### src/rtl/mul_div_unit_pkg.sv
// Shared types and latency helpers for the multiply/divide unit.
// Holds the operation encoding, the FSM state encoding and the functions
// that derive cycle counts and counter widths from the block parameters.
package mul_div_unit_pkg;

  typedef enum logic [3:0] {
    MD_NONE,
    MD_MULT,
    MD_MULTU,
    MD_MADD,
    MD_MADDU,
    MD_MSUB,
    MD_MSUBU,
    MD_DIV,
    MD_DIVU,
    MD_MTHI,
    MD_MTLO
  } md_func_t;

  typedef enum logic [1:0] {
    S_IDLE,
    S_MUL,
    S_DIV,
    S_DONE
  } md_state_t;

  function automatic logic is_mul_func(input md_func_t f);
    return f inside {MD_MULT, MD_MULTU, MD_MADD, MD_MADDU, MD_MSUB, MD_MSUBU};
  endfunction

  function automatic logic is_div_func(input md_func_t f);
    return f inside {MD_DIV, MD_DIVU};
  endfunction

  function automatic logic is_signed_func(input md_func_t f);
    return f inside {MD_MULT, MD_MADD, MD_MSUB, MD_DIV};
  endfunction

  // Cycles spent in the DIV state: one per DIV_BITS quotient bits plus the
  // sign-fixup cycle in which the result is committed.
  function automatic int div_cycles(input int width, input int div_bits);
    return width / div_bits + 1;
  endfunction

  // Cycles spent in the MUL state.
  function automatic int mul_cycles(input int lat);
    return lat;
  endfunction

  // Width of a counter that must hold values 0..n-1 (at least one bit).
  function automatic int cnt_width(input int n);
    return (n > 1) ? $clog2(n) : 1;
  endfunction

endpackage

### src/rtl/div_iter.sv
// Iterative restoring divider on operand magnitudes, DIV_BITS quotient bits per cycle.
// Latency: start edge loads, WIDTH/DIV_BITS iteration cycles, then one fixup cycle with done high.
// Backpressure: none; abort drops the operation, done is a single-cycle result-valid strobe.
// Ports: clk/rst, start (load operands), abort, is_signed, dividend, divisor,
//        done, quotient, remainder (sign-corrected, valid while done is high).
module div_iter
  import mul_div_unit_pkg::*;
#(
  parameter int WIDTH    = 32,
  parameter int DIV_BITS = 1
) (
  input  logic             clk,
  input  logic             rst,
  input  logic             start,
  input  logic             abort,
  input  logic             is_signed,
  input  logic [WIDTH-1:0] dividend,
  input  logic [WIDTH-1:0] divisor,
  output logic             done,
  output logic [WIDTH-1:0] quotient,
  output logic [WIDTH-1:0] remainder
);

  localparam int ITER = div_cycles(WIDTH, DIV_BITS) - 1;
  localparam int CW   = cnt_width(ITER + 1);

  logic             busy;
  logic [CW-1:0]    cnt;
  logic [WIDTH-1:0] quo;
  logic [WIDTH-1:0] rem;
  logic [WIDTH-1:0] dvs;
  logic [WIDTH-1:0] dvd_raw;
  logic             neg_q;
  logic             neg_r;
  logic             dvz;

  logic [WIDTH-1:0] a_mag;
  logic [WIDTH-1:0] b_mag;
  logic [WIDTH-1:0] quo_nxt;
  logic [WIDTH-1:0] rem_nxt;
  logic [WIDTH:0]   sh;
  logic [WIDTH:0]   diff;

  always_comb begin
    a_mag = (is_signed && dividend[WIDTH-1]) ? -dividend : dividend;
    b_mag = (is_signed && divisor[WIDTH-1])  ? -divisor  : divisor;
  end

  // DIV_BITS restoring steps chained combinationally. The dividend is
  // shifted out of the top of quo while quotient bits enter at the bottom.
  // A set bit WIDTH of diff is the borrow: the trial subtract failed.
  always_comb begin
    quo_nxt = quo;
    rem_nxt = rem;
    sh      = '0;
    diff    = '0;
    for (int j = 0; j < DIV_BITS; j++) begin
      sh      = {rem_nxt, quo_nxt[WIDTH-1]};
      diff    = sh - {1'b0, dvs};
      quo_nxt = {quo_nxt[WIDTH-2:0], ~diff[WIDTH]};
      rem_nxt = diff[WIDTH] ? sh[WIDTH-1:0] : diff[WIDTH-1:0];
    end
  end

  always_ff @(posedge clk or posedge rst) begin
    if (rst) begin
      busy    <= 1'b0;
      cnt     <= '0;
      quo     <= '0;
      rem     <= '0;
      dvs     <= '0;
      dvd_raw <= '0;
      neg_q   <= 1'b0;
      neg_r   <= 1'b0;
      dvz     <= 1'b0;
    end else if (abort) begin
      busy <= 1'b0;
    end else if (start) begin
      busy    <= 1'b1;
      cnt     <= '0;
      quo     <= a_mag;
      rem     <= '0;
      dvs     <= b_mag;
      dvd_raw <= dividend;
      neg_q   <= is_signed & (dividend[WIDTH-1] ^ divisor[WIDTH-1]);
      neg_r   <= is_signed & dividend[WIDTH-1];
      dvz     <= (divisor == '0);
    end else if (busy) begin
      if (cnt == CW'(ITER)) begin
        busy <= 1'b0;
      end else begin
        quo <= quo_nxt;
        rem <= rem_nxt;
        cnt <= cnt + 1'b1;
      end
    end
  end

  // Fixup cycle: restore signs from the magnitudes. Divide-by-zero still
  // runs the full iteration count but reports all-ones and the raw dividend.
  // Most-negative / -1 falls out naturally: 2^(W-1) negated wraps to itself.
  always_comb begin
    done      = busy && (cnt == CW'(ITER));
    quotient  = dvz ? '1      : (neg_q ? -quo : quo);
    remainder = dvz ? dvd_raw : (neg_r ? -rem : rem);
  end

endmodule

### src/rtl/mul_div_unit.sv
// HI/LO multiply-divide unit: MUL/MADD/MSUB via a MUL_LAT pipeline, DIV via div_iter, MTHI/MTLO direct.
// Latency: MUL_LAT cycles in MUL, WIDTH/DIV_BITS+1 cycles in DIV after the acceptance edge; MTHI/MTLO next edge.
// Backpressure: alu_stall holds EX from acceptance until DONE; DONE waits out reg_stall so a func is not re-issued.
// Ports: clk, rst (async, active high), reg_stall, reg_flush, func, source_a, source_b,
//        alu_stall, hi, lo.
module mul_div_unit
  import mul_div_unit_pkg::*;
#(
  parameter int WIDTH    = 32,
  parameter int DIV_BITS = 1,
  parameter int MUL_LAT  = 2
) (
  input  logic             clk,
  input  logic             rst,
  input  logic             reg_stall,
  input  logic             reg_flush,
  input  md_func_t         func,
  input  logic [WIDTH-1:0] source_a,
  input  logic [WIDTH-1:0] source_b,
  output logic             alu_stall,
  output logic [WIDTH-1:0] hi,
  output logic [WIDTH-1:0] lo
);

  localparam int W2       = 2 * WIDTH;
  localparam int MUL_TERM = mul_cycles(MUL_LAT) - 1;
  localparam int MCW      = cnt_width(MUL_LAT);
  localparam int PIPE_N   = (MUL_LAT > 1) ? MUL_LAT - 1 : 1;

  md_state_t        state;
  md_state_t        state_nxt;
  md_func_t         op_func;
  logic [WIDTH-1:0] op_a;
  logic [WIDTH-1:0] op_b;
  logic [MCW-1:0]   mul_cnt;

  logic accept_mul;
  logic accept_div;
  logic write_hi;
  logic write_lo;
  logic mul_commit;
  logic div_commit;
  logic div_abort;

  logic             div_done;
  logic [WIDTH-1:0] div_quo;
  logic [WIDTH-1:0] div_rem;

  logic             mul_signed;
  logic [W2-1:0]    ext_a;
  logic [W2-1:0]    ext_b;
  logic [W2-1:0]    prod_comb;
  logic [W2-1:0]    prod_q [PIPE_N];
  logic [W2-1:0]    prod_out;
  logic [W2-1:0]    mul_result;

  // ---------------------------------------------------------------- FSM
  always_ff @(posedge clk or posedge rst) begin
    if (rst) state <= S_IDLE;
    else     state <= state_nxt;
  end

  always_comb begin
    state_nxt  = state;
    alu_stall  = 1'b0;
    accept_mul = 1'b0;
    accept_div = 1'b0;
    write_hi   = 1'b0;
    write_lo   = 1'b0;
    mul_commit = 1'b0;
    div_commit = 1'b0;
    div_abort  = 1'b0;
    case (state)
      S_IDLE: begin
        // A flushed EX instruction must not start or write anything, and
        // nothing is accepted (or stalled) while reset is held.
        if (!rst && !reg_flush) begin
          if (is_mul_func(func)) begin
            accept_mul = 1'b1;
            alu_stall  = 1'b1;
            state_nxt  = S_MUL;
          end else if (is_div_func(func)) begin
            accept_div = 1'b1;
            alu_stall  = 1'b1;
            state_nxt  = S_DIV;
          end else if (func == MD_MTHI) begin
            write_hi = 1'b1;
          end else if (func == MD_MTLO) begin
            write_lo = 1'b1;
          end
        end
      end
      S_MUL: begin
        if (reg_flush) begin
          state_nxt = S_IDLE;
        end else begin
          alu_stall = 1'b1;
          if (mul_cnt == MCW'(MUL_TERM)) begin
            mul_commit = 1'b1;
            state_nxt  = S_DONE;
          end
        end
      end
      S_DIV: begin
        if (reg_flush) begin
          div_abort = 1'b1;
          state_nxt = S_IDLE;
        end else begin
          alu_stall = 1'b1;
          if (div_done) begin
            div_commit = 1'b1;
            state_nxt  = S_DONE;
          end
        end
      end
      S_DONE: begin
        // EX advances on this cycle's edge only if the pipe is not stalled;
        // leaving DONE any earlier would see the same func again in IDLE.
        if (reg_flush || !reg_stall) state_nxt = S_IDLE;
      end
      default: state_nxt = S_IDLE;
    endcase
  end

  // ----------------------------------------------------- operand capture
  always_ff @(posedge clk or posedge rst) begin
    if (rst) begin
      op_a    <= '0;
      op_b    <= '0;
      op_func <= MD_NONE;
      mul_cnt <= '0;
    end else begin
      if (accept_mul || accept_div) begin
        op_a    <= source_a;
        op_b    <= source_b;
        op_func <= func;
      end
      if (accept_mul)           mul_cnt <= '0;
      else if (state == S_MUL)  mul_cnt <= mul_cnt + 1'b1;
    end
  end

  // ---------------------------------------------------------- multiplier
  // Operand registers form the first stage; MUL_LAT-1 product registers
  // follow, so the last MUL cycle sees a fully settled product.
  always_comb begin
    mul_signed = is_signed_func(op_func);
    ext_a      = mul_signed ? {{WIDTH{op_a[WIDTH-1]}}, op_a} : {{WIDTH{1'b0}}, op_a};
    ext_b      = mul_signed ? {{WIDTH{op_b[WIDTH-1]}}, op_b} : {{WIDTH{1'b0}}, op_b};
    // The low 2*WIDTH bits of the extended product are right for both signednesses.
    prod_comb  = ext_a * ext_b;
  end

  always_ff @(posedge clk or posedge rst) begin
    if (rst) begin
      for (int k = 0; k < PIPE_N; k++) prod_q[k] <= '0;
    end else begin
      prod_q[0] <= prod_comb;
      for (int k = 1; k < PIPE_N; k++) prod_q[k] <= prod_q[k-1];
    end
  end

  generate
    if (MUL_LAT == 1) begin : g_mul_comb
      assign prod_out = prod_comb;
    end else begin : g_mul_pipe
      assign prod_out = prod_q[MUL_LAT-2];
    end
  endgenerate

  // HI/LO cannot change while the unit is busy, so the live registers equal
  // the accumulator value as it stood at acceptance.
  always_comb begin
    case (op_func)
      MD_MADD, MD_MADDU: mul_result = {hi, lo} + prod_out;
      MD_MSUB, MD_MSUBU: mul_result = {hi, lo} - prod_out;
      default:           mul_result = prod_out;
    endcase
  end

  // ------------------------------------------------------------- divider
  div_iter #(
    .WIDTH    (WIDTH),
    .DIV_BITS (DIV_BITS)
  ) u_div_iter (
    .clk       (clk),
    .rst       (rst),
    .start     (accept_div),
    .abort     (div_abort),
    .is_signed (is_signed_func(func)),
    .dividend  (source_a),
    .divisor   (source_b),
    .done      (div_done),
    .quotient  (div_quo),
    .remainder (div_rem)
  );

  // -------------------------------------------------------------- HI/LO
  always_ff @(posedge clk or posedge rst) begin
    if (rst) begin
      hi <= '0;
      lo <= '0;
    end else if (mul_commit) begin
      {hi, lo} <= mul_result;
    end else if (div_commit) begin
      hi <= div_rem;
      lo <= div_quo;
    end else begin
      if (write_hi) hi <= source_a;
      if (write_lo) lo <= source_a;
    end
  end

endmodule

### config.mk
export PLATFORM = sky130hd
export DESIGN_NAME = mul_div_unit
export DESIGN_NICKNAME = d
export VERILOG_FILES = /design/src/rtl/mul_div_unit_pkg.sv /design/src/rtl/div_iter.sv /design/src/rtl/mul_div_unit.sv
export SDC_FILE = /design/constraint.sdc
export NUM_CORES = 2
export LEC_CHECK = 0
export CORE_MARGIN = 4
export CORE_UTILIZATION = 50
export CTS_CLUSTER_DIAMETER = 200
export DETAILED_ROUTE_END_ITERATION = 16
export GPL_ROUTABILITY_DRIVEN = 0
export PLACE_DENSITY_LB_ADDON = 0.25
export REMOVE_ABC_BUFFERS = 1
export SYNTH_ARGS = -nofsm -noshare
export SYNTH_HDL_FRONTEND = slang
export SYNTH_SLANG_ARGS = --single-unit
### constraint.sdc
create_clock -name clk -period 14.65 [get_ports clk]
set_input_delay 2.1975 -clock clk [delete_from_list [all_inputs] [get_ports clk]]
set_output_delay 2.1975 -clock clk [all_outputs]
set_load 0.1 [all_outputs]
==> results by group <==
Run status
  – Status: finished, final reports clean

STA
  – Final period util: approximately 74%
  – Unrepaired setup endpoints after global routing: no
  – Final hold slack: 0.475 ns
  – Clock Skews: between 0.03 and 0.04 ns
  – Fmax: approximately 0.093 GHz
  – Final-report hold violation count: 0
  – PnR worst setup slack: about 3.9 ns
  – Final setup violating endpoints: 0
  – Setup TNS: 0 ns
  – Slew Limit Fails: 0
  – Least-Margin Pin Slew: 1.26 ns
  – Post-layout min period: roughly 11 ns
  – Slew HR: 15.9%

Final layout
  – Fill count: 12713
  – Post-layout util: 53.5%
  – Share of layout cells above drive strength 1: 3.63%
  – Layout Nets: 9587
  – Area growth syn-to-layout: 5.97%

Critical path
  – Max stage delay on crit path: about 0.92 ns
  – Worst setup SP type: flip-flop
  – CP arrival: 11.23 ns
  – Critical Path End Type: flip-flop
  – CP max stage cell: fa_1
  – R2r startpoint: op_func[0]
  – CP Launch Point: op_func[0]
  – CP Data Required Time: 15.09 ns
  – CP Class: flip-flop to flip-flop
  – Crit-path max FO: 24
  – Crit path top cell by count: fa_1

Logic synthesis
  – Dominant synthesized flop cell: dfrtp_1
  – Synth async-reset ratio: 100%
  – Avg Inst Size Synth: around 9.1 µm²
  – YS warnings: 0
  – Ranking of synthesized cells by area: fa_1 (40%), dfrtp_1 (12%), inv_1 (8.3%)
  – Cell area after synthesis: 70700 µm²
  – Synth area leader: fa_1
  – Netlist cell types: between 80 and 90
  – Area share of the largest cell type after synthesis: about two fifths
  – EDFF count, synth: 0
  – Cells after Synth: 7807
  – Number of synthesized register bits: approximately 340
  – Sequential element share of the synthesized area: 11.9%

Job
  – # Max-Cap Violations: 0

Clock network
  – Cts hold-fix bufs: 0
  – Root Buffer: clkbuf_16
  – CTS tree: built
  – Bufs on Longest Clock Path: 3
  – Post-CTS sizing: 0
  – Later-pin clock latency in the skew report: 0.58 ns
  – # H-tree levels: 2
  – CTS buffer count: 39
  – Clock sink total: 337
  – Clock transition at path regs: 0.06 ns
  – # Post-CTS Setup Buffers: 0

GRT
  – Total gr overflow: 0
  – Vias in the first global route: approximately 58000
  – Initial antenna violation count: 18
  – Largest net degree at the start of global routing: 161
  – GRT Total Usage: about 30%
  – Global-route wire length before repair: 343000 µm

Placement
  – Port Buf Inserts: 136
  – Pre-CTS WS: 3.83 ns
  – Post-DP HPWL: around 170000 µm

Detailed routing
  – Routed via count: 54759
  – ANT nets after route: 0
  – DRT Wirelength: 218000 µm
  – DRT Pass-1 Iters: 9
  – DRC Markers: 0
  – DR iter-0 viols: around 5200
  – DR WL/cell: 22.8 µm
  – Vias/cell: roughly 5.7

Floorplan
  – Core area: between 100000 and 150000 µm²
  – Rows: 137
  – Ports: 137
  – Starting density of the core: 50.5%
  – Die footprint: 147000 µm²
  – Die X: 384 µm
  – Die Ht: 384 µm

Hold path
  – Worst min path class: flip-flop to flip-flop
  – Hold path start: u_div_iter.dvd_raw[3]
## area by class of cell
| type | count | area, µm² | share of cell area, % |
|---|---|---|---|
| diodes | 8 | 20.0 | 0.0267 |
| clock buffers | 54 | 1110 | 1.49 |
| clock inverters | 17 | 155 | 0.207 |
| inverters | 1567 | 5890 | 7.86 |
| multi-input cells | 5501 | 54900 | 73.2 |
| flip-flops and latches | 337 | 8450 | 11.3 |
| well taps | 1876 | 2350 | 3.13 |
| repair buffers | 229 | 2070 | 2.77 |
## metrics by stage
step	instance area [µm²]	instances
after floorplan	69100	7405
after global placement	73600	9510
after detailed placement	73600	9510
after CTS	74900	9581
after global routing	74900	9581
final	74900	9589
## critical path, delay by kind of cell (launching register included)
kind,cells,cell delay (ns)
compound gates,5,1.77
fa+ha+maj,11,6.07
buf+inv,10,1.47
flops,1,0.41
simple gates,5,0.86
## placed cells by master (no fill, tap or decap), types with 81 or more instances in the layout
cell type / synthesis / layout
a21o_1: 81 / 81
a21oi_1: 262 / 262
a31oi_1: 103 / 103
and2_1: 535 / 534
buf_4: 2 / 92
clkdlybuf4s50_1: 0 / 136
dfrtp_1: 337 / 321
fa_1: 1425 / 1425
ha_1: 415 / 415
inv_1: 1567 / 1566
nand2_1: 1052 / 1051
nor2_1: 236 / 233
o21ai_0: 212 / 212
xnor2_1: 228 / 228
xor2_1: 163 / 163
## registers in the layout (all words and copies together) (netlist names)
| signal | cells |
|---|---|
| state | 2 |
| lo | 32 |
| mul_cnt | 1 |
| op_a | 32 |
| prod_out | 64 |
| op_func | 4 |
| op_b | 32 |
| u_div_iter.quo | 32 |
| u_div_iter.cnt | 6 |
| hi | 32 |
| u_div_iter.neg_r | 1 |
| u_div_iter.busy | 1 |
| u_div_iter.neg_q | 1 |
| u_div_iter.dvs | 32 |
| u_div_iter.dvz | 1 |
| u_div_iter.rem | 32 |
| u_div_iter.dvd_raw | 32 |
## synth_stat cells (all sizes together) (51+ instances only)
cell and instances:
a211oi 55, nor3 51, xnor2 228, and3 53, and2 535, xor2 163
dfrtp 337, a21o 81, inv 1567, mux2 58, nand2 1053, fa 1425
ha 415, a31oi 103, o21ai 225, clkbuf 373, nor2 236, nand3 76
a21oi 262
## logic make-up (layout without fill, tap and decap cells)
logic type               count (synthesis)  in the layout  synth area share (%)
AO/OA/AOI/OAI                          999            999                  8.98
other                                    0              8                     0
AND/OR/NAND/NOR                       2194           2194                  14.8
XOR/XNOR                               391            391                  4.84
adder cells (fa/ha/maj)               1842           1842                  47.7
flip-flops                             337            337                  11.9
multiplexers                            75             75                  1.16
buffers and inverters                 1969           1867                  10.5
## layer usage
metal | vias to the layer above | part of all wire (%) | track usage (%)
met5 | - | 0.011 | 0
met1 | 27814 | 40 | 40.4
met3 | 511 | 10 | 6.61
met2 | 2671 | 46 | 48.6
li1 | 23759 | - | -
met4 | 4 | 4.6 | 11.2
## path summary, 6_finish.rpt
check | to | slack (ns) | cells past startpoint
max in group asynchronous | op_b[9] | 10.90 | 3
min in group asynchronous | op_func[1] | 2.21 | 2
worst max-delay path | prod_out[62] | 3.85 | 31
worst max register to register | prod_out[62] | 3.85 | 31
worst min-delay path | u_div_iter.dvd_raw[3] | 0.47 | 2
worst min register to register | u_div_iter.dvd_raw[3] | 0.47 | 2
Power is not shown: default switching activity piles up to over one toggle a cycle in this logic, so the estimate is an artifact.
